==> src/rtl/goertzel_coef_gen.sv <==
// Walks the NF-entry angle table and produces 2*cos(w) (Q3.29) and sin(w) (Q2.30)
// per bin with a one-iteration-per-cycle rotation CORDIC; tables hold until reset.
module goertzel_coef_gen #(
  parameter int NF   = 11,
  parameter int ITER = 24
) (
  input  logic                 clk,
  input  logic                 rstn,
  input  logic                 en,
  input  logic                 angle_ready_i,
  input  logic [NF-1:0][31:0]  angle_i,
  output logic                 ready,
  output logic [NF-1:0][31:0]  coef_o,
  output logic [NF-1:0][31:0]  sin_o
);
  localparam int IW = (NF > 1) ? $clog2(NF) : 1;
  localparam logic [31:0] TWO_PI  = 32'd105414357;
  localparam logic [31:0] PI      = 32'd52707179;
  localparam logic [31:0] HALF_PI = 32'd26353589;
  localparam logic signed [31:0] KINV = 32'sd652032874;

  typedef enum logic [2:0] {IDLE, LOAD, REDUCE, FOLD, ROT, STORE, DONE} state_t;

  // atan(2^-i) in Q2.30; beyond i=9 it rounds to exactly 2^(30-i)
  function automatic logic signed [31:0] atan_rom(input logic [4:0] i);
    case (i)
      5'd0:    atan_rom = 32'sd843314857;
      5'd1:    atan_rom = 32'sd497837829;
      5'd2:    atan_rom = 32'sd263043837;
      5'd3:    atan_rom = 32'sd133525159;
      5'd4:    atan_rom = 32'sd67021687;
      5'd5:    atan_rom = 32'sd33543516;
      5'd6:    atan_rom = 32'sd16775851;
      5'd7:    atan_rom = 32'sd8388437;
      5'd8:    atan_rom = 32'sd4194283;
      5'd9:    atan_rom = 32'sd2097149;
      default: atan_rom = 32'sd1 <<< (5'd30 - i);
    endcase
  endfunction

  state_t state, nxt;
  logic [IW-1:0]      indx;
  logic [31:0]        th, th_sub, ang_sel, t1, t2;
  logic               f_s, f_c, sneg, cneg, d;
  logic [4:0]         it;
  logic signed [31:0] x, y, z, xs, ys, at;

  assign ang_sel = angle_i[indx];
  assign th_sub  = th - TWO_PI;
  // Quadrant fold to [0, pi/2]; equality with PI / HALF_PI deliberately stays unfolded
  assign f_s = th > PI;
  assign t1  = f_s ? (TWO_PI - th) : th;
  assign f_c = t1 > HALF_PI;
  assign t2  = f_c ? (PI - t1) : t1;

  assign d  = ~z[31];
  assign xs = x >>> it;
  assign ys = y >>> it;
  assign at = atan_rom(it);

  always_ff @(posedge clk) begin
    if (!rstn)   state <= IDLE;
    else if (en) state <= nxt;
  end

  always_comb begin
    nxt = state;
    case (state)
      IDLE:    if (angle_ready_i) nxt = LOAD;
      LOAD:    nxt = (ang_sel >= TWO_PI) ? REDUCE : FOLD;
      REDUCE:  if (th_sub < TWO_PI) nxt = FOLD;
      FOLD:    nxt = ROT;
      ROT:     if (it == 5'(ITER - 1)) nxt = STORE;
      STORE:   nxt = (indx == IW'(NF - 1)) ? DONE : LOAD;
      DONE:    nxt = DONE;
      default: nxt = IDLE;
    endcase
  end

  always_ff @(posedge clk) begin
    if (!rstn) begin
      ready  <= 1'b0;
      coef_o <= '0;
      sin_o  <= '0;
      indx   <= '0;
      th     <= '0;
      x      <= '0;
      y      <= '0;
      z      <= '0;
      it     <= '0;
      sneg   <= 1'b0;
      cneg   <= 1'b0;
    end else if (en) begin
      case (state)
        LOAD:   th <= ang_sel;
        REDUCE: th <= th_sub;
        FOLD: begin
          sneg <= f_s;
          cneg <= f_c;
          z    <= signed'(t2 << 6);
          x    <= KINV;
          y    <= '0;
          it   <= '0;
        end
        ROT: begin
          x  <= d ? (x - ys) : (x + ys);
          y  <= d ? (y + xs) : (y - xs);
          z  <= d ? (z - at) : (z + at);
          it <= it + 5'd1;
        end
        STORE: begin
          // Q2.30 cos reinterpreted as Q3.29 is already 2*cos
          coef_o[indx] <= cneg ? -x : x;
          sin_o[indx]  <= sneg ? -y : y;
          if (indx != IW'(NF - 1)) indx <= indx + 1'b1;
        end
        DONE:   ready <= 1'b1;
        default: ;
      endcase
    end
  end
endmodule

==> config.mk <==
export PLATFORM = sky130hd
export DESIGN_NAME = goertzel_coef_gen
export DESIGN_NICKNAME = d
export VERILOG_FILES = /design/src/rtl/goertzel_coef_gen.sv
export SDC_FILE = /design/constraint.sdc
export NUM_CORES = 2
export LEC_CHECK = 0
export BUFFER_PORTS_ARGS = -buffer_cell sky130_fd_sc_hd__buf_2
export CAP_MARGIN = 20
export CORE_AREA = 5 5 412 414
export CTS_CLUSTER_SIZE = 28
export DETAILED_ROUTE_END_ITERATION = 8
export DIE_AREA = 0 0 417 419
export SLEW_MARGIN = 20
export SYNTH_ARGS = -nofsm -noshare
export SYNTH_HDL_FRONTEND = slang
export SYNTH_SLANG_ARGS = --single-unit
==> constraint.sdc <==
create_clock -name clk -period 9 [get_ports clk]
set_clock_uncertainty 0.05 [all_clocks]
set_input_delay 1.8 -clock clk [delete_from_list [all_inputs] [get_ports clk]]
set_output_delay 1.8 -clock clk [all_outputs]
set_load 0.05 [all_outputs]
# Word-level counts from Yosys, hierarchy flattened

Index checks and enable logic that the tools add are counted.

Bits in registers: 847
Latch bits: 0
Bits in writable memories: 0
Bits in read-only memories: 0
Input bits: 356
Output and inout bits: 705
Word-level logic and storage cells: 113
Memories kept: 0

Add/sub/neg operators: 14
Multipliers: 0
Div/mod/pow operators: 0
Order comparisons: 6
Eq/ne operators: 21
Shift-type cells: 3
Multiplexer cells: 25
Bitwise gates (word level): 0
Reductions and logical operators: 12

Operators by type and width:

| kind                                                                                  | count |
|---|---|
| 352-bit bitwise mux                                                                   | 2 |
| 32-bit case mux with 10 select lines                                                  | 1 |
| 32-bit two-way mux                                                                    | 8 |
| 32-bit case mux with 2 select lines                                                   | 4 |
| 32-bit binary-select mux with 4-bit select                                            | 1 |
| 32-bit demux with 4-bit select                                                        | 1 |
| 32-bit adder                                                                          | 3 |
| 32-bit subtractor                                                                     | 3 |
| 32-bit negator                                                                        | 2 |
| 32-bit by 5-bit >>> shifter with 32-bit output                                        | 2 |
| 32-bit by 27-bit greater-or-equal comparator with 1-bit output, second input constant | 1 |
| 32-bit by 25-bit greater-than comparator with 1-bit output, second input constant     | 1 |
| 32-bit by 26-bit greater-than comparator with 1-bit output, second input constant     | 1 |
| 32-bit by 27-bit < comparator with 1-bit output, second input constant                | 1 |
| 2-bit by 5-bit <<< shifter with 32-bit output, first input constant                   | 1 |
| 27-bit by 32-bit subtractor with 32-bit output, first input constant                  | 1 |
| 32-bit by 27-bit subtractor with 32-bit output, second input constant                 | 1 |
| 26-bit two-way mux                                                                    | 1 |
| 26-bit subtractor, first input constant                                               | 1 |
| 3-bit case mux with 7 select lines                                                    | 1 |
| 5-bit by 3-bit equality test with 1-bit output, second input constant                 | 4 |
| 3-bit two-way mux                                                                     | 4 |
| 5-bit by 2-bit equality test with 1-bit output, second input constant                 | 2 |
| 5-bit by 4-bit equality test with 1-bit output, second input constant                 | 2 |
| other kinds (22)                                                                      | 32 |

# Depth between registers and ports, before layout

Depth after elaboration: 6
Mapped depth: 30
Mapped depth without buffers: 26

# Worst setup path before layout

No wires, ideal clock.

Path type: reg-to-reg
From: register it[1]
To: register z[29]
Library setup time: 132 ps
Arrival time: 6422 ps
Data required time: 8818 ps
Slack: 2395 ps
Stages on the path, launching flop included: 28
Path buffers: 4
Clock period less this slack: 6605 ps
Cell sequence: dfxtp_1 > buf_6 > buf_6 > clkbuf_1 > clkbuf_1 > inv_1 > ha_1 > nand3b_1 > a41oi_1 > or3_1 > a21oi_1 > nand4_1 > or4_1 > nor3_1 > nor2_1 > xnor2_1 > ha_1 > a21o_1 > a21o_1 > a21o_1 > a2111oi_0 > a21bo_2 > nand2_1 > o21ai_0 > o41a_1 > xor2_1 > o221ai_1 > a21oi_1

Cells in the longest elaborated chain, start to end: 6
Elaborated cells on any way between the ends: 17
Those cells by class: add/sub (3); eq/ne (9); shift (1); mux (3); reduce/logical (1)

RTL lines:

| element                                           | RTL line | text |
|---|---|---|
| from (decl)                                       | 45       | `logic [4:0] it;` |
| from (signal assigned)                            | 109      | `it <= it + 5'd1;` |
| 5-bit subtractor                                  | 37       | `default: atan_rom = 32'sd1 <<< (5'd30 - i);` |
| 2-bit by 5-bit <<< shifter with 32-bit output     | 37       |  |
| 32-bit case mux with 10 select lines *            | 26       | `case (i)` |
| 32-bit subtractor or 32-bit adder (tied branches) | 108      | `z <= d ? (z - at) : (z + at);` |
| 32-bit two-way mux *                              | 108      |  |
| 32-bit case mux with 2 select lines *             | 94       | `case (state)` |
| to (signal assigned)                              | 100      | `z <= signed'(t2 << 6);` |
| to (signal assigned)                              | 108      |  |
| to (decl)                                         | 46       | `logic signed [31:0] x, y, z, xs, ys, at;` |

Mark *: on every way between the ends. The rest lies on a longest branch, timed or not.
A chain may end at the register's enable or synchronous reset.

# Worst setup path in the final report

From: register it[0]
To: register z[29]

Same word-level chain as after synthesis.

==> impl_metrics.toml <==
[outcome]
status = "finished, final reports clean"

[flow_run]
cap_viol_max_count = 0

[die]
initial_core_util_pct = 28.94
die_height_um = 419
die_w_um = 417
core_mm2 = 0.1659
placementRows = 150
die_area_mm2 = 0.1747
num_io_pins = 1061

[setup_path]
cpMostUsedCell = "a21o_1"
critPathLaunchType = "flop"
reg2reg_depth = 23
critPathSlowestCell = "dfxtp_4"
arrival_ns = 7.80
reg2reg_to = "z[29]"
required_ns = 9.52
worst_r2r_startpoint = "it[0]"
path_max_fanout = 50
max_stage_delay_ns = 0.78
worstSetupStartpoint = "it[0]"
crit_chain = "inv_2, ha_1, nand3b_1, a41oi_1, or3_1, a21oi_1, nand4_1, or4_1, nor3_1, nor2_1, xnor2_1, ha_1, a21o_1, a21o_1, a21o_1, a2111oi_0, a21bo_2, nand2_1, o21ai_0, o41a_1, xor2_1, o221ai_1, a21oi_1"
critical_path_class = "reg2reg"
endpoint_kind = "flop"
crit_end = "z[29]"
rrSetupSlack_ns = 1.72

[finish]
syn2layout_area_growth_pct = 21.18
final_nets = 6882
final_area_mm2 = 0.05819
fin_util_pct = 35.07
final_cells = 8685
drive_gt1_share_pct = 24.69

[synth]
yosysSeqAreaShare_pct = 35.31
ys_async_sr_fraction_pct = 0
synth-edff-count = 0
syn_nets = 6220
synth_top_cell_area_share_pct = 35.31
synth.area.top_cells = "dfxtp_1 (35%), a211oi_1 (11%), nor2_1 (7.5%), mux4_2 (6.7%), a21oi_1 (4.1%)"
ys_ff_latch = 847
yosysTopAreaCell = "dfxtp_1"
syn_inst = 5739
yosys_warnings = 0
ys.flop_type = "dfxtp_1"
syn_avg_cell_area_um2 = 8.367
synth_cell_type_count = 99
synthesis.area_mm2 = 0.04802

[grt]
globalRouteMet1Util_pct = 31.98
grt_pass1_vias = 43970
grt_max_degree = 209
antenna_found_initial = 20
grt_first_pass_wirelength_um = 316600
groute.layer.met3.usage_pct = 3.934
globalRoute.busiestLayer = "met2"
met2_usage_pct = 39.63
track_usage_pct = 23.90
grt_overflow_total = 0

[placed_design]
routabilityCongestion = 0.9534
io_buffers = 1060
post-place-cells = 8511
post_dp_cell_area_mm2 = 0.05493
hpwl_um = 167100

[sta]
rsz0062_at_grt = "false"
setup_viol = 0
tightest_slew_ns = 1.247
hold_viol = 0
finalCritPeriodShare_pct = 80.88
slew_headroom_pct = 16.69
maxSlewViolCount = 0
fmax_ghz = 0.1374
final.min_clock_period_ns = 7.279
fin_tns_setup_ns = 0

[clock_network]
clock_tree.buffer_depth = 3
cts_root_buffer = "clkbuf_16"
cts_tree = "yes"
h-tree-depth = 3
path_clk_slew_ns = 0.06
cts-resized-gates = 0
cts_made_buffers = 92
cts_hold_repair.buffers = 0
insertion_delay_ns = 0.73
cts_setup_buffers = 0
numClockSinks = 847

[power]
cellLeakagePower_nw = 22.83
powerDensity_mw_per_mm2 = 154.3
ir_worst_vdd_mv = 0.2058

[routing]
drc = 0
num_vias = 48040
routed_wl_um = 222200
viasPerCell = 5.532
routedWlPerCell_um = 25.58
drt-initial-drc-count = 4839
ant_nets = 0
drtPass1Iterations = 9

[worst_hold_path]
worst_hold_path_type = "reg2reg"
==> synth_stat cells (36+ instances only) <==
cell / instances
a211oi_1: 682
xor2_1: 140
nor3_1: 74
clkbuf_1: 474
and2_1: 45
buf_1: 49
mux2i_1: 102
o21ai_0: 208
nand3_1: 90
a21o_1: 54
nor2_1: 963
o22ai_1: 53
a21oi_1: 396
nand2_1: 374
xnor2_1: 133
o31ai_1: 36
inv_1: 76
a31oi_1: 55
ha_1: 122
dfxtp_1: 847
mux4_2: 142
==> cell usage in the layout (no fill, tap or decap), drive strengths merged, types with 25 or more instances in the layout <==
cell,synthesis,final
o21ai,212,212
dfxtp,847,847
o221ai,26,26
a21o,54,54
mux2,34,34
o21a,26,26
or3,25,25
buf,93,1136
nor4,28,28
and2,45,45
xnor2,134,134
nor3,74,74
o22ai,53,53
nor2,965,965
a211oi,682,682
a31oi,55,55
nand2,374,374
ha,122,122
clkbuf,475,121
nand3,90,90
nor2b,30,30
mux4,145,145
mux2i,103,103
inv,78,84
nand2b,35,35
clkinv,1,31
xor2,140,140
a21oi,396,396
o31ai,36,36
o211ai,30,30
==> flip-flops by register name, summed over array words and instances (netlist names) <==
register,cells
coef_o,352
sneg,1
z,32
indx,4
x,32
y,32
state,3
ready,1
sin_o,352
th,32
it,5
cneg,1
==> kinds of logic after synthesis <==
family          share of synthesized area [%]
simple gates                            16.47
compound gates                          24.80
flops                                   35.31
buf+inv                                 5.305
mux                                     9.795
xor+xnor                                5.013
fa+ha+maj                               3.304
==> worst min-delay path by stage <==
| stage | startpoint | endpoint | depth (start not counted) |
|---|---|---|---|
| after floorplan | z[2] | z[2] | 2 |
| after global placement | coef_o[347] | coef_o[347] | 2 |
| after detailed placement | coef_o[192] | coef_o[192] | 2 |
| after CTS | coef_o[192] | coef_o[192] | 2 |
| after global routing | coef_o[283] | coef_o[283] | 2 |
| final | coef_o[192] | coef_o[192] | 2 |
==> cell type report <==
class,instances,area [um2]
Fill cell,17400,107700
Sequential cell,847,16980
Inverter,79,304.0
Antenna cell,5,12.51
Multi-Input combinational cell,4245,29000
Clock inverter,48,631.9
Tap cell,2204,2758
Clock buffer,121,2603
Timing Repair Buffer,1136,5901
==> through the flow <==
step	power, mW	hold WS, ns	setup WS, ns
floorplan	4.653	0.3862	2.395
global placement	5.000	0.3892	1.780
detailed placement	5.006	0.3939	1.749
CTS	9.033	0.4024	1.729
global route	9.295	0.4221	1.130
finish	8.977	0.4021	1.721
==> metal layers <==
metal / part of all wire, % / up-vias
met5: 0.034 / -
met4: 3.1 / 14
met3: 6.6 / 267
met2: 47 / 1815
met1: 43 / 23660
li1: - / 22280
==> critical path: cells and delay by family (launching register included) <==
family | cells | cell delay [ns]
AOI/OAI and AO/OA | 11 | 2.65
xor gates and xnor gates | 2 | 0.31
adders and majority gates | 2 | 0.84
buffers and inverters | 1 | 0.27
DFF | 1 | 0.78
and+or+nand+nor | 7 | 2.22
==> power by group <==
part	total, mW	internal, mW	leakage (nW)	switching (mW)
registers	3.81	3.76	6.83	0.0503
clock network	4.03	2.30	1.59	1.73
logic	1.14	0.426	14.4	0.711
total	8.98	6.49	22.8	2.49
No activity file was read; power rests on OpenSTA's default activity.
